--- src/rtl/butterfly_sched.sv ---
// Layer/address scheduler for the shared NTT/INTT butterfly path: issues one butterfly
// read per cycle, drains the datapath between layers and replays the addresses as write-backs.
module butterfly_sched #(
  parameter int PIPE_LAT = 7,
  parameter int N_BFLY   = 128
) (
  input  logic       clk,
  input  logic       rst,
  input  logic       start,
  input  logic       mode,
  input  logic       inv,
  output logic       busy,
  output logic       done,
  output logic [2:0] layer,
  output logic       rd_en,
  output logic [7:0] rd_addr_a,
  output logic [7:0] rd_addr_b,
  output logic [7:0] tw_idx,
  output logic [1:0] sel_a,
  output logic       adder_mode,
  output logic       wr_en,
  output logic [7:0] wr_addr_a,
  output logic [7:0] wr_addr_b
);

  localparam logic [1:0] S_IDLE  = 2'd0;
  localparam logic [1:0] S_ISSUE = 2'd1;
  localparam logic [1:0] S_DRAIN = 2'd2;
  localparam logic [1:0] S_FIN   = 2'd3;

  localparam int KW = $clog2(N_BFLY);
  localparam int DW = $clog2(PIPE_LAT + 1);
  localparam logic [KW-1:0] K_LAST = KW'(N_BFLY - 1);
  localparam logic [DW-1:0] D_LAST = DW'(PIPE_LAT - 1);

  logic [1:0]    state_q, state_d;
  logic [KW-1:0] k_q, k_d;
  logic [DW-1:0] dcnt_q, dcnt_d;
  logic [2:0]    layer_q, layer_d;
  logic          mode_q, mode_d;
  logic          inv_q, inv_d;
  logic [2:0]    shift_d;
  logic [7:0]    addr_a_d, addr_b_d, tw_d;

  logic          busy_q, done_q, rd_en_q;
  logic [7:0]    rd_a_q, rd_b_q, tw_q;
  logic          wen_pipe_q [PIPE_LAT];
  logic [7:0]    wa_pipe_q  [PIPE_LAT];
  logic [7:0]    wb_pipe_q  [PIPE_LAT];

  // Upper address: group g occupies 2L slots, j is the offset inside the group.
  function automatic logic [7:0] addr_a_f(input logic [KW-1:0] k, input logic [2:0] s);
    logic [7:0] kk, span, g;
    kk   = 8'(k);
    span = 8'd1 << s;
    g    = kk >> s;
    return ((g << s) << 1) | (kk & (span - 8'd1));
  endfunction

  function automatic logic [7:0] tw_f(input logic [KW-1:0] k, input logic [2:0] s,
                                      input logic iv);
    logic [8:0] t;
    logic [7:0] g;
    g = 8'(k) >> s;
    if (iv) t = (9'd256 >> s) - 9'd1 - {1'b0, g};
    else    t = {1'b0, (8'd128 >> s) + g};
    return t[7:0];
  endfunction

  always_comb begin
    state_d = state_q;
    k_d     = k_q;
    dcnt_d  = dcnt_q;
    layer_d = layer_q;
    mode_d  = mode_q;
    inv_d   = inv_q;
    case (state_q)
      S_IDLE: begin
        if (start) begin
          state_d = S_ISSUE;
          k_d     = '0;
          layer_d = 3'd0;
          mode_d  = mode;
          inv_d   = inv;
        end
      end
      S_ISSUE: begin
        if (k_q == K_LAST) begin
          state_d = S_DRAIN;
          dcnt_d  = '0;
        end else begin
          k_d = k_q + 1'b1;
        end
      end
      S_DRAIN: begin
        if (dcnt_q == D_LAST) begin
          if (layer_q == (mode_q ? 3'd7 : 3'd6)) begin
            state_d = S_FIN;
          end else begin
            state_d = S_ISSUE;
            layer_d = layer_q + 3'd1;
            k_d     = '0;
          end
        end else begin
          dcnt_d = dcnt_q + 1'b1;
        end
      end
      default: state_d = S_IDLE;
    endcase
  end

  // log2 of the span: NTT shrinks from 128, INTT grows from 2 (Kyber) or 1 (Dilithium).
  always_comb begin
    shift_d  = inv_d ? (layer_d + {2'b00, ~mode_d}) : (3'd7 - layer_d);
    addr_a_d = addr_a_f(k_d, shift_d);
    addr_b_d = addr_a_d + (8'd1 << shift_d);
    tw_d     = tw_f(k_d, shift_d, inv_d);
  end

  always_ff @(posedge clk or negedge rst) begin
    if (!rst) begin
      state_q <= S_IDLE;
      k_q     <= '0;
      dcnt_q  <= '0;
      layer_q <= 3'd0;
      mode_q  <= 1'b0;
      inv_q   <= 1'b0;
      busy_q  <= 1'b0;
      done_q  <= 1'b0;
      rd_en_q <= 1'b0;
      rd_a_q  <= 8'd0;
      rd_b_q  <= 8'd0;
      tw_q    <= 8'd0;
      for (int i = 0; i < PIPE_LAT; i++) begin
        wen_pipe_q[i] <= 1'b0;
        wa_pipe_q[i]  <= 8'd0;
        wb_pipe_q[i]  <= 8'd0;
      end
    end else begin
      state_q <= state_d;
      k_q     <= k_d;
      dcnt_q  <= dcnt_d;
      layer_q <= layer_d;
      mode_q  <= mode_d;
      inv_q   <= inv_d;
      busy_q  <= (state_d == S_ISSUE) || (state_d == S_DRAIN);
      done_q  <= (state_d == S_FIN);
      rd_en_q <= (state_d == S_ISSUE);
      if (state_d == S_ISSUE) begin
        rd_a_q <= addr_a_d;
        rd_b_q <= addr_b_d;
        tw_q   <= tw_d;
      end
      // Write-back replay: stage 0 holds the read issued one cycle ago.
      wen_pipe_q[0] <= rd_en_q;
      wa_pipe_q[0]  <= rd_a_q;
      wb_pipe_q[0]  <= rd_b_q;
      for (int i = 1; i < PIPE_LAT; i++) begin
        wen_pipe_q[i] <= wen_pipe_q[i-1];
        wa_pipe_q[i]  <= wa_pipe_q[i-1];
        wb_pipe_q[i]  <= wb_pipe_q[i-1];
      end
    end
  end

  assign busy       = busy_q;
  assign done       = done_q;
  assign layer      = layer_q;
  assign rd_en      = rd_en_q;
  assign rd_addr_a  = rd_a_q;
  assign rd_addr_b  = rd_b_q;
  assign tw_idx     = tw_q;
  assign sel_a      = {inv_q, 1'b0};
  assign adder_mode = mode_q;
  assign wr_en      = wen_pipe_q[PIPE_LAT-1];
  assign wr_addr_a  = wa_pipe_q[PIPE_LAT-1];
  assign wr_addr_b  = wb_pipe_q[PIPE_LAT-1];

endmodule

--- config.mk ---
export PLATFORM = sky130hd
export DESIGN_NAME = butterfly_sched
export DESIGN_NICKNAME = d
export VERILOG_FILES = /design/src/rtl/butterfly_sched.sv
export SDC_FILE = /design/constraint.sdc
export NUM_CORES = 1
export LEC_CHECK = 0
export ABC_CLOCK_PERIOD_IN_PS = 8100
export CAP_MARGIN = 20
export CORE_ASPECT_RATIO = 0.75
export CORE_MARGIN = 2
export CORE_UTILIZATION = 45
export DETAILED_ROUTE_END_ITERATION = 8
export GPL_TIMING_DRIVEN = 0
export HOLD_SLACK_MARGIN = 0.05
export PLACE_DENSITY = 0.75
export SLEW_MARGIN = 15
export SYNTH_ARGS = -nofsm -noshare
export SYNTH_HDL_FRONTEND = slang
export SYNTH_SLANG_ARGS = --single-unit
--- constraint.sdc ---
create_clock -name clk -period 8.1 [get_ports clk]
set_clock_uncertainty 0.15 [all_clocks]
set_input_delay 1.62 -clock clk [delete_from_list [all_inputs] [get_ports clk]]
set_output_delay 1.62 -clock clk [all_outputs]
set_load 0.01 [all_outputs]
==> qor.yml <==
logic_synthesis:
  syn-num-nets: 538
  syn_inst: 505
  synth_edf_count: 0
  ys_seq_elements: 163
  avgSynthCellArea_um2: 12.6
  yosysSeqAreaShare_pct: 64.0
  synthArstFlopShare_pct: 100
  synthFlopType: "dfrtp_1"
  yosysWarnings: 0
  synth_area_mm2: 0.00637
  synth_cell_types: 63
critical_path:
  max_stage_delay_ns: 0.52
  cp-end-kind: "flip-flop"
  reg2reg_to: "tw_idx[7]$_DFFE_PN0P_"
  required_ns: 8.24
  critPathArrivalTime_ns: 6.23
  critPathSlowestCell: "clkdlybuf4s50_1"
  crit_family: "compound AO/OA/AOI/OAI gates"
  r2r_cells: 25
  rr_startpoint: "state_q[0]$_DFF_PN0_"
  startpoint: "start"
  path_max_fanout: 10
  crit_type: "input port to flip-flop"
  worstPathBufferInverterCount: 3
  worst_setup_path_start_kind: "input port"
  reg2reg_slack_ns: 3.16
drt:
  drc_errors: 0
  routed_wl_um: 12000
  initialDrtViolationCount: 205
  wire_per_inst_um: 15.7
  viasPerCell: 5.09
  first_pass_iters: 5
  antenna_left: 0
  vias: 3891
clock_tree:
  cts_max_level: 4
  post_cts_buffers: 0
  cts-root-buf: "clkbuf_16"
  cts_sinks: 163
  cts_buffer_depth: 2
  cts_tree: "built"
  postCtsHoldBufs: 0
  cts_resized: 0
  clkTransAtPathRegs_ns: 0.07
  numCtsBuffers: 17
  insertion_delay_ns: 0.42
place:
  routabilityCongestion: 0.854
  dp_worst_setup_slack_ns: 1.66
  hpwlAfterDp_um: 8450
  dp.cells: 734
  io_buffers: 53
  place_area_mm2: 0.00715
timing:
  setup_violations: 0
  fmax_mhz: 164
  timing.slew.headroom_pct: 47.2
  finalWorstSetupSlack_ns: 2.01
  rsz0062_at_grt: "no"
  slew_violations: 0
  worstMarginPinSlew_ns: 0.786
  hold_violations: 0
  min_period_ns: 6.09
  whs_ns: 0.190
  timing.final.crit_share_pct: 75.2
flow_run:
  drv_cap: 0
die:
  io_pins: 55
  die_area_mm2: 0.0151
  core_mm2: 0.0138
  fp.dieH_um: 107
  die_w_um: 141
  initial_core_util_pct: 46.2
  core.rowCount: 37
layout:
  fin_area_mm2: 0.00771
  layout-drive-gt1-share_pct: 14.6
  antenna_cells: 0
  syn_to_final_growth_pct: 21.0
  nets: 611
  instances_no_fill: 765
global_route:
  grt_pass1_wl_um: 19900
  grt-ovfl-total: 0
  antenna_found_initial: 0
  grt_usage_pct: 17.3
  grt_pass1_vias: 3938
  grt_max_degree: 101
worst_hold_path:
  hp-class: "flip-flop to flip-flop"
  hold_depth: 0
  hold_start: "wa_pipe_q[44]$_DFF_PN0_"
  holdPathEnd: "wa_pipe_q[36]$_DFF_PN0_"
power:
  vdd_drop_max_mv: 0.147
  p_leak_nw: 3.48
  total_power_mw: 1.70
  power.density_mw_per_mm2: 220
run_status:
  outcome: "complete, no violations"
metal layers:
layer	track usage (%)	part of all wire (%)	vias up
met5	0	0	-
li1	-	-	1839
met1	24.4	49	1929
met4	6.14	1.3	0
met2	26.1	46	108
met3	4.33	4.6	15
flip-flops by register name, summed over array words and instances, names as in the netlist, 2 cells and up:
register	count
wen_pipe_q	6
layer	3
rd_addr_a	8
wr_addr_a	8
wr_addr_b	8
wb_pipe_q	48
tw_idx	8
k_q	7
rd_addr_b	8
dcnt_q	3
wa_pipe_q	48
state_q	2
metrics by stage:
stage,utilization [%],TNS [ns]
2_1_floorplan,-,0
4_1_cts,55.9,0
3_5_place_dp,51.9,0
5_1_grt,55.9,0
3_3_place_gp,51.6,-139.35
6_report,55.9,0
cell usage in the layout (no fill, tap or decap), types with 7 or more instances in the layout:
master / count
o21ai_0: 18
dfrtp_1: 163
xor2_1: 9
clkdlybuf4s50_1: 52
nand2_1: 34
a21oi_1: 24
nand3_1: 13
mux2_2: 10
xnor2_1: 11
o22ai_1: 8
ha_1: 25
nor3_1: 7
nor2_1: 38
buf_4: 19
clkbuf_16: 17
a21o_1: 7
inv_1: 28
cells in the mapped netlist, types with 9 or more instances:
cell type | count | area, um2
mux2_2 | 10 | 113
inv_1 | 28 | 105
xor2_1 | 9 | 78.8
ha_1 | 25 | 313
xnor2_1 | 11 | 96.3
nand2_1 | 34 | 128
nor2_1 | 38 | 143
dfrtp_1 | 163 | 4080
a21oi_1 | 24 | 120
buf_4 | 19 | 143
nand3_1 | 13 | 65.1
o21ai_0 | 18 | 90.1
layout make-up:
cell class                 instances  area [um2]
fill                            1140        6090
sequential                       163        4080
multi-input combinational        280        1970
timing repair buffer              54         563
clock buffer                      18         439
tap                              175         219
buffer                            33         218
clock inverter                    13         114
inverter                          29         109
kinds of logic (layout without fill, tap and decap cells):
kind of cell    count (synthesis)  in the layout  synth area share (%)
flops                         163            163                  64.0
simple gates                  122            122                  9.50
compound gates                 92             92                  9.72
buf+inv                        62            147                  5.12
fa+ha+maj                      28             28                  5.85
xor+xnor                       21             21                  3.00
mux                            15             15                  2.67
other cells                     2              2                 0.118
how the worst max path moves through the flow:
stage          slack, ns  cells after the start                       end
2_1_floorplan       2.79                     23     tw_idx[6]$_DFFE_PN0P_
3_3_place_gp       -0.87                      1  rd_addr_a[2]$_DFFE_PN0P_
3_5_place_dp        1.66                     25     tw_idx[7]$_DFFE_PN0P_
4_1_cts             2.07                     25     tw_idx[7]$_DFFE_PN0P_
5_1_grt             1.68                     25     tw_idx[7]$_DFFE_PN0P_
6_report            2.01                     25     tw_idx[7]$_DFFE_PN0P_
worst register-to-register path, cell delays in order, from the launching register on:
cell      delay (ns)
dfrtp_1         0.40
buf_4           0.18
or3b_1          0.45
nand3_1         0.15
nand2_1         0.08
ha_1            0.21
ha_1            0.29
nand2_1         0.07
nand2_1         0.08
buf_2           0.23
buf_2           0.24
nor2_1          0.07
a21oi_1         0.18
nand2_1         0.09
o211ai_1        0.13
o21ai_0         0.13
ha_1            0.31
a21o_1          0.18
a21oi_1         0.32
nor2b_1         0.08
o21ai_0         0.17
nand2b_1        0.08
a21oi_1         0.15
a21oi_1         0.06
xor2_1          0.23
o22ai_1         0.12
power breakdown:
| group | internal (mW) | switching [mW] | total (mW) |
|---|---|---|---|
| combinational | 0.0436 | 0.0524 | 0.0960 |
| clock | 0.409 | 0.340 | 0.748 |
| sequential | 0.844 | 0.0102 | 0.854 |
No activity file was read; power rests on OpenSTA's default activity.
==> variant: new RTL, same flow settings <==
`k_q` no longer has a reset.
--- a/src/rtl/butterfly_sched.sv
+++ b/src/rtl/butterfly_sched.sv
@@ -122,3 +122,2 @@
       state_q <= S_IDLE;
-      k_q     <= '0;
       dcnt_q  <= '0;
@@ -140,3 +139,2 @@
       state_q <= state_d;
-      k_q     <= k_d;
       dcnt_q  <= dcnt_d;
@@ -165,2 +163,6 @@
 
+  always_ff @(posedge clk) begin
+    k_q <= k_d;
+  end
+
   assign busy       = busy_q;
Function: same outputs for any inputs over 10 cycles, from zero or initial values and one cycle with rst low; that may be too few to reach the edited logic, so the function may still have changed.
==> variant against the original RTL <==
  * Final cell count unchanged
  * Sequential cell count is the same
  * Sequential power barely moved
  * Die area fell by 0.53%
  * Sequential share of layout area down 0.74 points
  * Design area increased by 0.55%
  * Area after synthesis down 0.55%
  * Core utilization is 0.50 points higher
  * Power grew 5.8%
  * Synthesized cell count stayed put
  * Highest routed layer unchanged
  * First-iteration DRC count shrank 12%
  * Wire length increased by 2.4%
  * Worst setup slack worse by 0.0060 ns
==> variant: results (changes against the original RTL) <==
outcome=completed; Skew-Pair Late Insertion Delay=0.42 ns (about the same); met3 GRT Util=4.779% (+0.45 points); Compound-Gate Fraction of Synth Area=9.773% (+0.054 points); M2 GR Usage=27.67% (+1.6 points); register area share after synthesis=63.81% (-0.20 points); wl on met1=5533 µm (-4.9%); Routed WL=12270 µm (+2.4%); highest metal used=met4; Placer Congestion=0.8505 (-0.41%); top cells by instance count after synthesis=dfrtp_1, nor2_1, nand2_1; Ant. Diodes=0 (unchanged); P_seq=0.000855 W (about the same); met2 wire len=5742 µm (+5.3%); first-pass GRT wire length=20910 µm (+4.9%); GRT Overall Usage=18.06% (+0.81 points); top post-synthesis cells by area=dfrtp_1, ha_1, buf_4; FILL cells=1094 (-4.0%); vias per cell=5.125 (+0.77%); adder-cell share of the synthesized area=5.884% (+0.032 points); Final HPWL DP=8574 µm (+1.4%); DRC=0 (unchanged); CTS H-Tree Depth=4 (unchanged); Met3 Wirelength=772 µm (+39%); slowest CP cell=clkdlybuf4s50_1; P_leak=3.505 nW (+0.79%); Worst VDD drop=132.4 µV (-9.7%); initial antenna violation count=0 (unchanged); Netlist cell types=64 (+1.6%); Clk Tree Root Cell=clkbuf_16; mux cell area share after synthesis=2.685% (+0.015 points); vias in the first global route=4044 (+2.7%); sw frac=22.51% (-1.2 points); Resized cells post-CTS=0 (unchanged); Async SR Flop Fraction=95.71% (-4.3 points); XOR/XNOR share of the synthesized area=3.021% (+0.017 points); comb pwr=0.0000958 W (about the same); GRT met1 Usage=25.35% (+0.91 points); Tightest Pin Transition=0.7762 ns (-0.009945 ns); Vias=3921 (+0.77%); placed insts=734 (unchanged); most common cell after layout, fill and taps aside=dfrtp_1; DR iter-0 viols=181 (-12%); Syn Nets=538 (unchanged); achievable frequency=164.0 MHz (about the same); Arrival @ worst endpoint=6.25 ns (+0.02 ns)
-- variant: cell count changes in the layout (fill, tap and decap cells not counted) --
| cell | change |
|---|---|
| inv_6 | +1 |
| inv_8 | -1 |
| clkinv_4 | +1 |
| dfxtp_1 | +7 |
| bufinv_16 | +3 |
| clkinv_8 | +1 |
| dfrtp_1 | -7 |
| clkinvlp_4 | -4 |
| clkinv_2 | -1 |
-- variant: through the flow --
step / cell area [µm²] / setup WS, ns / hold slack, ns / total power (W) / TNS (ns)
2_1_floorplan: 6337 / 2.789 / 0.1812 / 0.0009130 / 0
3_3_place_gp: 7087 / -0.5066 / 0.1816 / 0.0009619 / -77.65
3_5_place_dp: 7119 / 1.691 / 0.1847 / 0.0009669 / 0
4_1_cts: 7750 / 2.101 / 0.1892 / 0.001819 / 0
5_1_grt: 7750 / 1.586 / 0.2015 / 0.001873 / 0
6_report: 7750 / 2.002 / 0.1908 / 0.001797 / 0
-- variant: worst paths after layout --
path | endpoint | slack (ns) | cells past startpoint | from
min in group asynchronous | wr_en | 0.97 | 1 | rst
max in group asynchronous | wb_pipe_q[51] | 6.04 | 2 | rst
setup reg to reg | tw_idx[7] | 3.17 | 25 | state_q[1]
setup / recovery | tw_idx[7] | 2.00 | 25 | start
hold reg to reg | wb_pipe_q[21] | 0.19 | 0 | wb_pipe_q[29]
hold / removal | wb_pipe_q[21] | 0.19 | 0 | wb_pipe_q[29]
-- variant: final cells by class --
cell class | count | share of cell area, %
Inverter | 29 | 1.405
Multi-Input combinational cell | 280 | 25.38
Timing Repair Buffer | 54 | 7.265
Buffer | 33 | 2.809
Tap cell | 175 | 2.825
Sequential cell | 163 | 52.18
Clock buffer | 18 | 5.667
Clock inverter | 13 | 2.470
